**config.mk**
```make
export PLATFORM = sky130hd
export DESIGN_NAME = fetch_sequencer
export DESIGN_NICKNAME = d
export VERILOG_FILES = /design/src/rtl/fetch_sequencer.sv
export SDC_FILE = /design/constraint.sdc
export NUM_CORES = 1
export LEC_CHECK = 0
export CAP_MARGIN = 20
export CORE_UTILIZATION = 41
export DETAILED_ROUTE_END_ITERATION = 10
export PLACE_DENSITY_LB_ADDON = 0.12
export SLEW_MARGIN = 10
export SYNTH_ARGS = -nofsm -noshare
export SYNTH_HDL_FRONTEND = slang
export SYNTH_SLANG_ARGS = --single-unit
```
**constraint.sdc**
```tcl
create_clock -name Clk -period 2.09 [get_ports Clk]
set_clock_uncertainty 0.1 [all_clocks]
set_input_delay 0.418 -clock Clk [delete_from_list [all_inputs] [get_ports Clk]]
set_output_delay 0.418 -clock Clk [all_outputs]
set_load 0.02 [all_outputs]
```
**src/rtl/fetch_sequencer.sv**
```systemverilog
// Instruction fetch sequencer: owns the PC, drives the combinational instruction
// memory and registers the IF/ID stage with stall, branch-flush and halt handling.
module fetch_sequencer #(
    parameter int unsigned                  ADDR_WIDTH  = 8,
    parameter int unsigned                  INSTR_WIDTH = 32,
    parameter logic [ADDR_WIDTH-1:0]        RESET_PC    = '0,
    parameter logic [INSTR_WIDTH-1:0]       HALT_OPCODE = '1
) (
    input  logic                   Clk,
    input  logic                   Reset_n,
    output logic [ADDR_WIDTH-1:0]  Address,
    input  logic [INSTR_WIDTH-1:0] InstructionIn,
    input  logic                   Stall,
    input  logic                   BranchTaken,
    input  logic [ADDR_WIDTH-1:0]  BranchTarget,
    output logic [INSTR_WIDTH-1:0] InstructionOut,
    output logic [ADDR_WIDTH-1:0]  PCOut,
    output logic                   Valid,
    output logic                   Halted,
    output logic [15:0]            FetchCount
);

    typedef enum logic [1:0] {
        BOOT,
        RUN,
        HALT
    } state_t;

    state_t                  state;
    logic [ADDR_WIDTH-1:0]   pc;

    assign Address = pc;

    always_ff @(posedge Clk or negedge Reset_n) begin
        if (!Reset_n) begin
            state          <= BOOT;
            pc             <= RESET_PC;
            InstructionOut <= '0;
            PCOut          <= '0;
            Valid          <= 1'b0;
            Halted         <= 1'b0;
            FetchCount     <= '0;
        end else if (BranchTaken) begin
            // Redirect flushes IF/ID but keeps PCOut of the last real fetch.
            pc             <= BranchTarget;
            InstructionOut <= '0;
            Valid          <= 1'b0;
            Halted         <= 1'b0;
            state          <= RUN;
        end else if (!Stall) begin
            case (state)
                BOOT: state <= RUN;
                RUN: begin
                    InstructionOut <= InstructionIn;
                    PCOut          <= pc;
                    Valid          <= 1'b1;
                    if (FetchCount != '1) begin
                        FetchCount <= FetchCount + 16'd1;
                    end
                    // The halt word is delivered to decode, but the PC parks on it.
                    if (InstructionIn == HALT_OPCODE) begin
                        state  <= HALT;
                        Halted <= 1'b1;
                    end else begin
                        pc <= pc + 1'b1;
                    end
                end
                HALT:    Valid <= 1'b0;
                default: state <= BOOT;
            endcase
        end
    end

endmodule

```
; ---- Yosys cells after proc, flatten, opt, wreduce, memory -nomap -nowiden
; Index checks and enable logic that the tools add are counted.
; W data, S select, Z words.
[op_classes]
n_addsub = 2
n_eq_ne = 8
bitwise = 2
n_reduce_logical = 11
mux = 18
[ops]
columns = cell, count
row1 = $mux W32, 3
row2 = $eq A32 B32 Y1 const B, 1
row3 = $mux W8, 4
row4 = $add A16 B1 Y16 const B, 1
row5 = $ne A16 B16 Y1 const B, 1
row6 = $reduce_and A3 Y1, 4
row7 = $add A8 B1 Y8 const B, 1
row8 = $mux W1, 6
row9 = $mux W2, 3
row10 = $pmux W2 S3, 1
row11 = $ne A2 B2 Y1 const B, 2
row12 = $reduce_and A2 Y1, 2
row13 = $reduce_and A4 Y1, 1
row14 = $reduce_bool A2 Y1, 2
row15 = $ne A3 B3 Y1 const B, 1
row16 = $reduce_bool A3 Y1, 1
row17 = $eq A2 B1 Y1 const B, 1
row18 = $eq A2 B2 Y1 const B, 1
row19 = $logic_not A2 Y1, 1
row20 = $ne A2 B1 Y1 const B, 1
row21 = $not A1 Y1, 2
row22 = $pmux W1 S2, 1
[totals]
output_inout_bits = 66
in_bits = 44
word_cells = 48
ff_bits = 68

; ---- Depth between registers and ports, before layout
; Gate-level depths: netlist of the first run.
[logic_depth]
depth_word = 5
depth_mapped = 6
depth_no_buf = 5

; ---- Worst setup path after synthesis of the first run
; OpenSTA, ideal clock, no wires.
[synth_timing]
path_kind = flip-flop to flip-flop
from = register state[1]
to = register pc[6], in the netlist Address[6]
n_path_buf = 1
path_slack_ps = 96
stages_incl_launch_ff = 6
t_arrival_ps = 1807
period_less_slack_ps = 1994
t_required_ps = 1903
setup_time_ps = 87
cell_sequence = dfrtp_1 or3b_1 buf_6 or3_4 a2111o_1 o211ai_1
[synth_between]
elab_chain_cells = 3
[synth_lines]
columns = item, line_no
row1 = start: declaration, 29  ; state_t state;
row2 = start signal: assignment, 36  ; state <= BOOT;
row3 = start signal: assignment, 49  ; state <= RUN;
row4 = start signal: assignment, 52  ; BOOT: state <= RUN;
row5 = $eq A2 B1 Y1, 51  ; case (state)
row6 = $reduce_bool A2 Y1 (no line), -
row7 = $reduce_and A3 Y1 (no line), -
row8 = end signal: assignment, 45  ; pc <= BranchTarget;
row9 = end signal: assignment, 65  ; pc <= pc + 1'b1;
row10 = end: declaration, 30  ; logic [ADDR_WIDTH-1:0] pc;
; No other way between the ends.
; A chain may end at the register's enable or synchronous reset.

; ---- Worst setup path in the final report of the first run
[layout_timing]
from = input port Stall
to = register pc[5], in the netlist Address[5]
[layout_between]
elab_chain_cells = 2
[layout_lines]
columns = item, line_no
row1 = start: declaration, 13  ; input logic Stall,
row2 = $ne A2 B1 Y1 (no line), -
row3 = $reduce_and A3 Y1 (no line), -
; No other way between the ends.

==> run_results.csv, run 1 <==
group,metric,value,unit
critical_path,rr_startpoint,"state[1]",
detailed_routing,firstDrtPassIters,4,
global_route,grt_usage,21.2,%
sta,finalSetupTns,0,ps
pwr,ir_drop,0.000334,V
hold_path,hp-class,"reg2reg",
sta,fin_crit_sh,97.0,%
sta,period_needed,2030,ps
sta,max_freq,493,MHz
finish,drive_gt1_share,13.8,%
critical_path,cp-end-kind,"register",
pwr,power_switching,1.02,mW
synthesis,synth_area_leaders,"dfrtp_1 (54%), nand2_1 (11%), a21oi_1 (7.2%)",
critical_path,r2r_cells,4,
detailed_routing,wl_per_cell,14.3,µm
synthesis,yosysSeqAreaShare,54.3,%
synthesis,synthCells,326,
synthesis,synth_top_area_cell,"dfrtp_1",
clocking,cts.clk_slew.worst_paths,70,ps
detailed_routing,drc_errors,0,
die,pin_count,110,
clocking,h-tree-depth,3,
detailed_routing,vias,2862,
finish,final_core_util,64.8,%
die,design.die.area,7990,µm²
sta,setup_slack,62.5,ps
die,core-area,7330,µm²
finish,design_area,4750,µm²
clocking,cts_tree,"done",
global_route,grt_start_max_net_pins,53,
job,cap_violations,0,
critical_path,arrival,2190,ps
clocking,cts_sinks,68,
critical_path,critical_path_class,"in2reg",
critical_path,critPathLaunchType,"input port",
clocking,numCtsBuffers,9,
sta,setup_viol,0,
detailed_routing,wl,8.03,mm
sta,slew_headroom,61.9,%
pwr,p_int,2.34,mW
hold_path,hold_depth,1,
pwr,power_leakage,2.03,nW
global_route,grt-ovfl-total,0,
synthesis,synth_area,3130,µm²
synthesis,yosysWarnings,0,
sta,rsz0062_at_grt,"no",
hold_path,hold_start,"FetchCount[5]",
die,fp-row-count,31,
run_status,status,"completed",
die,start_util,42.7,%
critical_path,crit_required,2250,ps
sta,tightest_slew,572,ps
placement,port_buffers,109,
finish,syn_to_final_growth,51.7,%
sta,finalMaxSlewViolations,0,
detailed_routing,initialDrtViolationCount,125,
pwr,switching_share,30.4,%
sta,finalHoldViolations,0,
synthesis,synth_nets,372,
synthesis,synth.distinct_cells,32,
critical_path,path_max_fanout,6,
detailed_routing,ant_nets,0,
critical_path,r2r-end,"Address[5]",
clocking,clkLatencyLatePin,340,ps
global_route,grt_pass1_vias,2678,
synthesis,synth_top_area_share,54.3,%
placement,gp_congestion,0.800,
finish,diodes,0,
critical_path,reg2reg_slack,200,ps
global_route,grt_pass1_wl,12.7,mm
placement,place_area,4570,µm²
pwr,clkPwrFrac,26.9,%
synthesis,ys_ff_latch,68,
synthesis,avgSynthCellArea,9.61,µm²
placement,hpwl,5.62,mm
clocking,cts_buffer_depth,2,
pwr,pwr-share-seq,47.3,%
clocking,root_buffer,"clkbuf_8",
pwr,pwr-share-comb,25.7,%
detailed_routing,vias_per_cell,5.08,
finish,nets,507,
hold_path,min_to,"FetchCount[5]",
die,fp.dieW,89.4,µm
die,die_height,89.4,µm
pwr,pwr_density_cell,708,nW/µm²
placement,place_worst_setup_slack,-319,ps
global_route,antenna_found_initial,0,
[per-layer routing]
| layer | GRT usage, % | vias up | wire, µm |
|---|---|---|---|
| li1 | - | 1421 | - |
| met1 | 27.0 | 1349 | 3620 |
| met2 | 33.7 | 82 | 3770 |
| met3 | 5.91 | 10 | 549 |
| met4 | 9.81 | 0 | 96 |
| met5 | 0 | - | 0 |
[critical path, stage by stage]
cell,delay (ps)
clkdlybuf4s50_1,450
or3b_4,430
or3_4,400
a2111o_1,400
o211ai_1,90
[power by group through the flow]
| stage | Sequential [mW] | Clock [mW] | Combinational (mW) |
|---|---|---|---|
| floorplan | 1.76 | 0 | 0.226 |
| global placement | 1.61 | 0 | 0.861 |
| detailed placement | 1.62 | 0 | 0.871 |
| CTS | 1.59 | 0.939 | 0.875 |
| global route | 1.61 | 0.983 | 0.948 |
| finish | 1.59 | 0.906 | 0.867 |
[synth_stat cells, drive strengths merged]
library cell and instances:
nand2 90, dfrtp 68, a21oi 45, clkbuf 16, nand4 15, xor2 15, o211ai 11, mux2 9
nand3 7, nor2 7, nor4 6, nor3 5, a2111o 4, a21boi 3, inv 3, o21ai 3
or4 3, buf 2, ha 2, nor4b 2, or3 2, a221o 1, and2 1, and4 1
clkinv 1, nor3b 1, o2111ai 1, o21bai 1, or3b 1
[layout make-up]
| type | instances | area, µm² |
|---|---|---|
| inverter | 4 | 15.0 |
| timing repair buffer | 142 | 1380 |
| clock buffer | 11 | 141 |
| tap | 99 | 124 |
| fill | 589 | 2580 |
| clock inverter | 3 | 15.0 |
| sequential | 68 | 1700 |
| multi-input combinational | 236 | 1370 |
[cells by family (layout without fill, tap and decap cells)]
logic type | count (synthesis) | in the layout | share of synthesized area (%)
adders and majority gates | 2 | 2 | 0.799
buffers and inverters | 22 | 160 | 2.92
DFF | 68 | 68 | 54.3
xor gates and xnor gates | 15 | 15 | 4.20
AOI/OAI and AO/OA | 69 | 69 | 13.3
and+or+nand+nor | 141 | 141 | 21.2
muxes | 9 | 9 | 3.24
[cells in the final DEF, fill, tap and decap left out, types with 2 or more instances in the layout]
master,count
a2111o_1,4
nand2_1,90
ha_1,2
nor4_1,3
clkbuf_8,10
xor2_1,15
or4_1,3
dfrtp_1,68
o211ai_1,11
mux2_2,9
inv_1,3
o21ai_0,3
nor3_1,5
nand4_1,15
a21boi_0,2
buf_12,4
nand3_1,7
nor2_1,7
clkinv_2,3
clkdlybuf4s50_1,107
buf_4,29
a21oi_1,45
nor4_2,3
or3_4,2
[flip-flops by register name, summed over array words and instances, names as in the netlist]
name            count
InstructionOut     32
FetchCount         16
Address             8
PCOut               8
state               2
Halted              1
Valid               1
[worst max-delay path by stage]
stage                   from    endpoint  depth (start not counted)
global placement       Stall  Address[6]                          5
CTS                    Stall  Address[5]                          5
global route           Stall  Address[5]                          5
detailed placement     Stall  Address[5]                          5
floorplan           state[1]  Address[6]                          5
finish                 Stall  Address[5]                          5
[timing repair]
action	4_1_cts	5_1_grt
resized for setup	0	4
buffers inserted	0	0
hold endpoints to repair	27	0
hold buffers	1	0
endpoints found under the setup margin	0	4
[metrics by stage]
step / hold slack, ps / total power [mW] / std cells
finish: 396 / 3.37 / 563
global route: 414 / 3.55 / 563
floorplan: 22.4 / 1.99 / 326
CTS: 397 / 3.41 / 563
detailed placement: 265 / 2.49 / 548
global placement: 264 / 2.47 / 548
Note: power is estimated with default switching activity, not from simulation.
==> inputs of run 2 (changes only) <==
--- a/config.mk
+++ b/config.mk
@@ -6,7 +6,7 @@
 export NUM_CORES = 1
 export LEC_CHECK = 0
 export CAP_MARGIN = 20
-export CORE_UTILIZATION = 41
+export CORE_UTILIZATION = 25
 export DETAILED_ROUTE_END_ITERATION = 10
 export PLACE_DENSITY_LB_ADDON = 0.12
 export SLEW_MARGIN = 10
==> run 2 against run 1 <==
Against the previous run: register-to-register slack hardly changed; critical path type is now reg2out; worst hold slack worse by 2.2 ps; flip-flop and latch count stayed put; first-iteration DRC count is 24% lower; non-clock buffer count is 11 higher; final cell count is 14% higher; die area is 62% higher.
==> run_results.csv, run 2 (synthesis gave the netlist of run 1 again) <==
group,metric,value,unit
clocking,cts_tree,"done",
die,start_util,25.9,%
sta,max_freq,508,MHz
detailed_routing,initialDrtViolationCount,95,
sta,finalMaxSlewViolations,0,
global_route,grt_pass1_wl,14.9,mm
global_route,grt-ovfl-total,0,
critical_path,cpMaxStageDelayCell,"clkdlybuf4s50_1",
sta,rsz0062_at_grt,"no",
global_route,top_usage_layer,"met2",
placement,gp_congestion,0.788,
placement,dp_cells,627,
sta,period_needed,1970,ps
die,pin_count,110,
finish,regMostFlops,"InstructionOut",
pwr,power_leakage,2.15,nW
detailed_routing,firstDrtPassIters,4,
hold_path,hold_depth,1,
finish,mostFrequentLayoutCells,"clkdlybuf4s50_1 (106), nand2_1 (90), dfrtp_1 (68)",
sta,setup_viol,0,
critical_path,critPathTopFamily,"buffers and inverters",
global_route,met1_usage,18.2,%
finish,largest_register_ff_count,32,
placement,port_buffers,109,
detailed_routing,vias_per_cell,4.53,
sta,tightest_slew,465,ps
clocking,numCtsBuffers,9,
die,design.die.area,13000,µm²
die,core-area,12100,µm²
critical_path,cp-end-kind,"primary output",
detailed_routing,ant_nets,0,
sta,fin_crit_sh,94.2,%
critical_path,arrival,1450,ps
global_route,grt_usage,15.0,%
detailed_routing,wl,9.14,mm
pwr,pwr_density_cell,792,nW/µm²
finish,reg_top3,"InstructionOut (32), FetchCount (16)",
critical_path,crit_required,1570,ps
clocking,root_buffer,"clkbuf_16",
clocking,cts_buffer_depth,2,
die,die_height,114,µm
global_route,grt_pass1_vias,2923,
critical_path,max_stage_delay,660,ps
sta,finalHoldViolations,0,
clocking,h-tree-depth,3,
critical_path,cp_cell_sequence,"clkdlybuf4s50_1",
detailed_routing,wl_per_cell,14.2,µm
critical_path,cp.depth,1,
placement,place_worst_setup_slack,-389,ps
die,fp-row-count,40,
finish,drive_gt1_share,15.8,%
global_route,grt_start_max_net_pins,37,
finish,instances_no_fill,643,
detailed_routing,drc_errors,0,
clocking,clkLatencyLatePin,330,ps
finish,syn_to_final_growth,61.1,%
global_route,antenna_found_initial,0,
finish,diodes,0,
critical_path,critPathLaunchType,"register",
critical_path,worst-path-buf-inv,1,
pwr,ir_drop,0.000379,V
run_status,status,"completed",
critical_path,critical_path_class,"reg2out",
global_route,met2_usage,24.3,%
hold_path,hp-class,"reg2reg",
global_route,use_met3,5.79,%
sta,setup_slack,120,ps
placement,hpwl,6.48,mm
finish,mostFrequentLayoutCell,"clkdlybuf4s50_1",
sta,slew_headroom,69.0,%
finish,nets,518,
critical_path,path_max_fanout,7,
clocking,cts_sinks,68,
detailed_routing,vias,2915,
critical_path,r2r_cells,4,
die,fp.dieW,114,µm
job,cap_violations,0,
clocking,cts.clk_slew.worst_paths,50,ps
run 2: final cells by class:
| cell class | instances | area, µm² |
|---|---|---|
| Tap cell | 168 | 210 |
| Inverter | 4 | 15.0 |
| Sequential cell | 68 | 1700 |
| Clock buffer | 12 | 256 |
| Multi-Input combinational cell | 236 | 1370 |
| Timing Repair Buffer | 153 | 1460 |
| Clock inverter | 2 | 35.0 |
| Fill cell | 1230 | 7070 |
run 2: path summary, 6_finish.rpt:
check | start | end | slack, ps
max in group asynchronous | Reset_n | FetchCount[7] | 820
worst max-delay path | FetchCount[8] | FetchCount[8] | 120
worst min-delay path | FetchCount[15] | FetchCount[15] | 390
worst max register to register | state[1] | Address[5] | 200
worst min register to register | FetchCount[15] | FetchCount[15] | 390
min in group asynchronous | Reset_n | InstructionOut[23] | 510
run 2: power by group:
| part | internal (mW) | switching, mW | leakage [nW] | total [mW] |
|---|---|---|---|---|
| logic | 0.454 | 0.433 | 1.11 | 0.887 |
| registers | 1.46 | 0.139 | 0.888 | 1.59 |
| clock network | 0.973 | 0.541 | 0.145 | 1.51 |
run 2: metal layers:
layer | up-vias | part of all wire, %
li1 | 1438 | -
met1 | 1387 | 45
met2 | 81 | 47
met3 | 9 | 7.3
met4 | 0 | 1.4
met5 | - | 0
run 2: timing repair:
action / 4_1_cts / 5_1_grt
hold endpoints to repair: 32 / 0
gates resized for setup: 2 / 2
gates cloned: 0 / 0
hold buffers: 1 / 0
pin swaps: 0 / 1
endpoints found under the setup margin: 2 / 1
setup buffers: 0 / 1
run 2: stage by stage:
| stage | area [µm²] | utilization, % | total power, mW | setup TNS (ps) | hold slack, ps |
|---|---|---|---|---|---|
| 2_1_floorplan | 3130 | - | 1.99 | 0 | 22.4 |
| 3_3_place_gp | 4720 | 39.0 | 2.50 | -6130 | 312 |
| 3_5_place_dp | 4720 | 39.0 | 2.51 | -7850 | 307 |
| 4_1_cts | 5030 | 41.5 | 4.06 | 0 | 397 |
| 5_1_grt | 5050 | 41.7 | 4.21 | 0 | 420 |
| 6_report | 5050 | 41.7 | 4.00 | 0 | 394 |
==> inputs of run 3 (changes only) <==
==> constraint.sdc (replaced) <==
create_clock -name Clk -period 2.15 [get_ports Clk]
set_clock_uncertainty 0.1 [all_clocks]
set_input_delay 0.43 -clock Clk [delete_from_list [all_inputs] [get_ports Clk]]
set_output_delay 0.43 -clock Clk [all_outputs]
set_load 0.02 [all_outputs]
==> run 3 against run 2 <==
Against the previous run: via count up 1.1%; flip-flop and latch count unchanged; sequential share of layout area up 0.11 points; critical path depth up 4; total power down 3.4%; clock-buffer cell count up 1; setup slack worse by 40 ps.
==> run_results.csv, run 3 (synthesis gave the netlist of run 1 again) <==
group,metric,value,unit
global_route,grt_start_max_net_pins,37,
pwr,pwr-share-seq,40.2,%
detailed_routing,vias,2947,
finish,diodes,0,
finish,syn_to_final_growth,60.6,%
finish,nets,518,
global_route,grt_pass1_vias,2961,
critical_path,critical_path_class,"in2reg",
global_route,antenna_found_initial,0,
sta,max_freq,483,MHz
pwr,ir_drop,0.000365,V
die,core-area,12100,µm²
critical_path,path_max_fanout,5,
detailed_routing,wl_per_cell,14.0,µm
pwr,pwr-share-comb,22.3,%
sta,rsz0062_at_grt,"no",
clocking,clkLatencyLatePin,330,ps
placement,place_worst_setup_slack,-270,ps
sta,setup_slack,80.3,ps
global_route,grt_usage,14.6,%
die,fp-row-count,40,
pwr,p_int,2.78,mW
critical_path,arrival,2220,ps
detailed_routing,vias_per_cell,4.58,
die,design.die.area,13000,µm²
hold_path,hp-class,"reg2reg",
finish,final_core_util,41.5,%
critical_path,critPathLaunchType,"input port",
job,cap_violations,0,
placement,port_buffers,109,
detailed_routing,wl,9.03,mm
detailed_routing,drc_errors,0,
global_route,grt-ovfl-total,0,
pwr,pwr_density_cell,768,nW/µm²
detailed_routing,firstDrtPassIters,5,
sta,finalMaxSlewViolations,0,
clocking,numCtsBuffers,9,
finish,drive_gt1_share,15.1,%
placement,hpwl,6.42,mm
clocking,cts_buffer_depth,2,
die,start_util,25.9,%
clocking,root_buffer,"clkbuf_16",
pwr,power_switching,1.08,mW
sta,setup_viol,0,
finish,largest_register_ff_count,32,
sta,finalHoldViolations,0,
clocking,h-tree-depth,3,
run_status,status,"completed",
placement,gp_congestion,0.783,
pwr,switching_share,28.1,%
critical_path,cp-end-kind,"register",
finish,regMostFlops,"InstructionOut",
clocking,cts_tree,"done",
finish,mostFrequentLayoutCells,"clkdlybuf4s50_1 (107), nand2_1 (90), dfrtp_1 (68)",
clocking,cts_sinks,68,
detailed_routing,ant_nets,0,
die,die_height,114,µm
finish,reg_top3,"InstructionOut (32), FetchCount (16)",
detailed_routing,initialDrtViolationCount,84,
sta,period_needed,2070,ps
die,fp.dieW,114,µm
sta,slew_headroom,69.5,%
pwr,clkPwrFrac,37.5,%
clocking,cts_setup_buffers,0,
die,pin_count,110,
clocking,cts.clk_slew.worst_paths,50,ps
sta,fin_crit_sh,96.3,%
pwr,power_leakage,2.13,nW
pwr,p_total,3.86,mW
finish,mostFrequentLayoutCell,"clkdlybuf4s50_1",
sta,tightest_slew,458,ps
global_route,grt_pass1_wl,14.6,mm
critical_path,crit_required,2300,ps
[run 3: cell types whose count changed in the layout (fill, tap and decap cells not counted)]
cell	delta
clkbuf_1	+2
clkbuf_8	-1
clkdlybuf4s50_1	+1
dlymetal6s2s_1	-1
or3_1	+1
or3_4	-1
or3b_1	+1
or3b_4	-1
[run 3: layer usage]
layer	part of all wire, %	track usage (%)
met1	45	17.3
met2	47	24.3
met3	6.7	5.63
met4	1.4	4.94
met5	0	0
[run 3: power by group through the flow]
stage	Combinational [mW]	Clock, mW	Sequential (mW)
after floorplan	0.220	0	1.71
after global placement	0.866	0	1.57
after detailed placement	0.867	0	1.57
after CTS	0.872	1.50	1.55
after global routing	0.935	1.56	1.57
final	0.860	1.45	1.55
[run 3: area by class of cell]
cell class | instances | area (µm²)
Fill cell | 1209 | 7080
Sequential cell | 68 | 1700
Timing Repair Buffer | 153 | 1450
Multi-Input combinational cell | 236 | 1360
Clock buffer | 13 | 250
Tap cell | 168 | 210
Clock inverter | 2 | 35.0
Inverter | 4 | 15.0
[run 3: repair_timing]
action,in CTS,in global routing
gates resized for setup,0,1
hold buffers,1,0
hold endpoints to repair,32,0
setup endpoints to repair,0,1
[run 3: metrics by stage]
step | area (µm²) | instances | hold WS (ps) | TNS, ps
2_1_floorplan | 3130 | 326 | 34.4 | 0
5_1_grt | 5030 | 644 | 413 | 0
3_3_place_gp | 4730 | 628 | 325 | -6440
6_report | 5030 | 644 | 394 | 0
4_1_cts | 5020 | 644 | 402 | 0
3_5_place_dp | 4730 | 628 | 319 | -7190
[run 3: path summary, 6_finish.rpt]
path,startpoint,to,slack [ps],cells past startpoint
max in group asynchronous,Reset_n,PCOut[0],880,3
worst max-delay path,Stall,Address[5],80,5
worst max register to register,state[1],Address[5],240,4
worst min-delay path,FetchCount[5],FetchCount[5],390,1
worst min register to register,FetchCount[5],FetchCount[5],390,1
min in group asynchronous,Reset_n,InstructionOut[18],520,2
[run 3: worst max-delay path: stages]
cell,delay [ps]
clkdlybuf4s50_1,450
or3b_1,440
or3_1,420
a2111o_1,390
o211ai_1,90
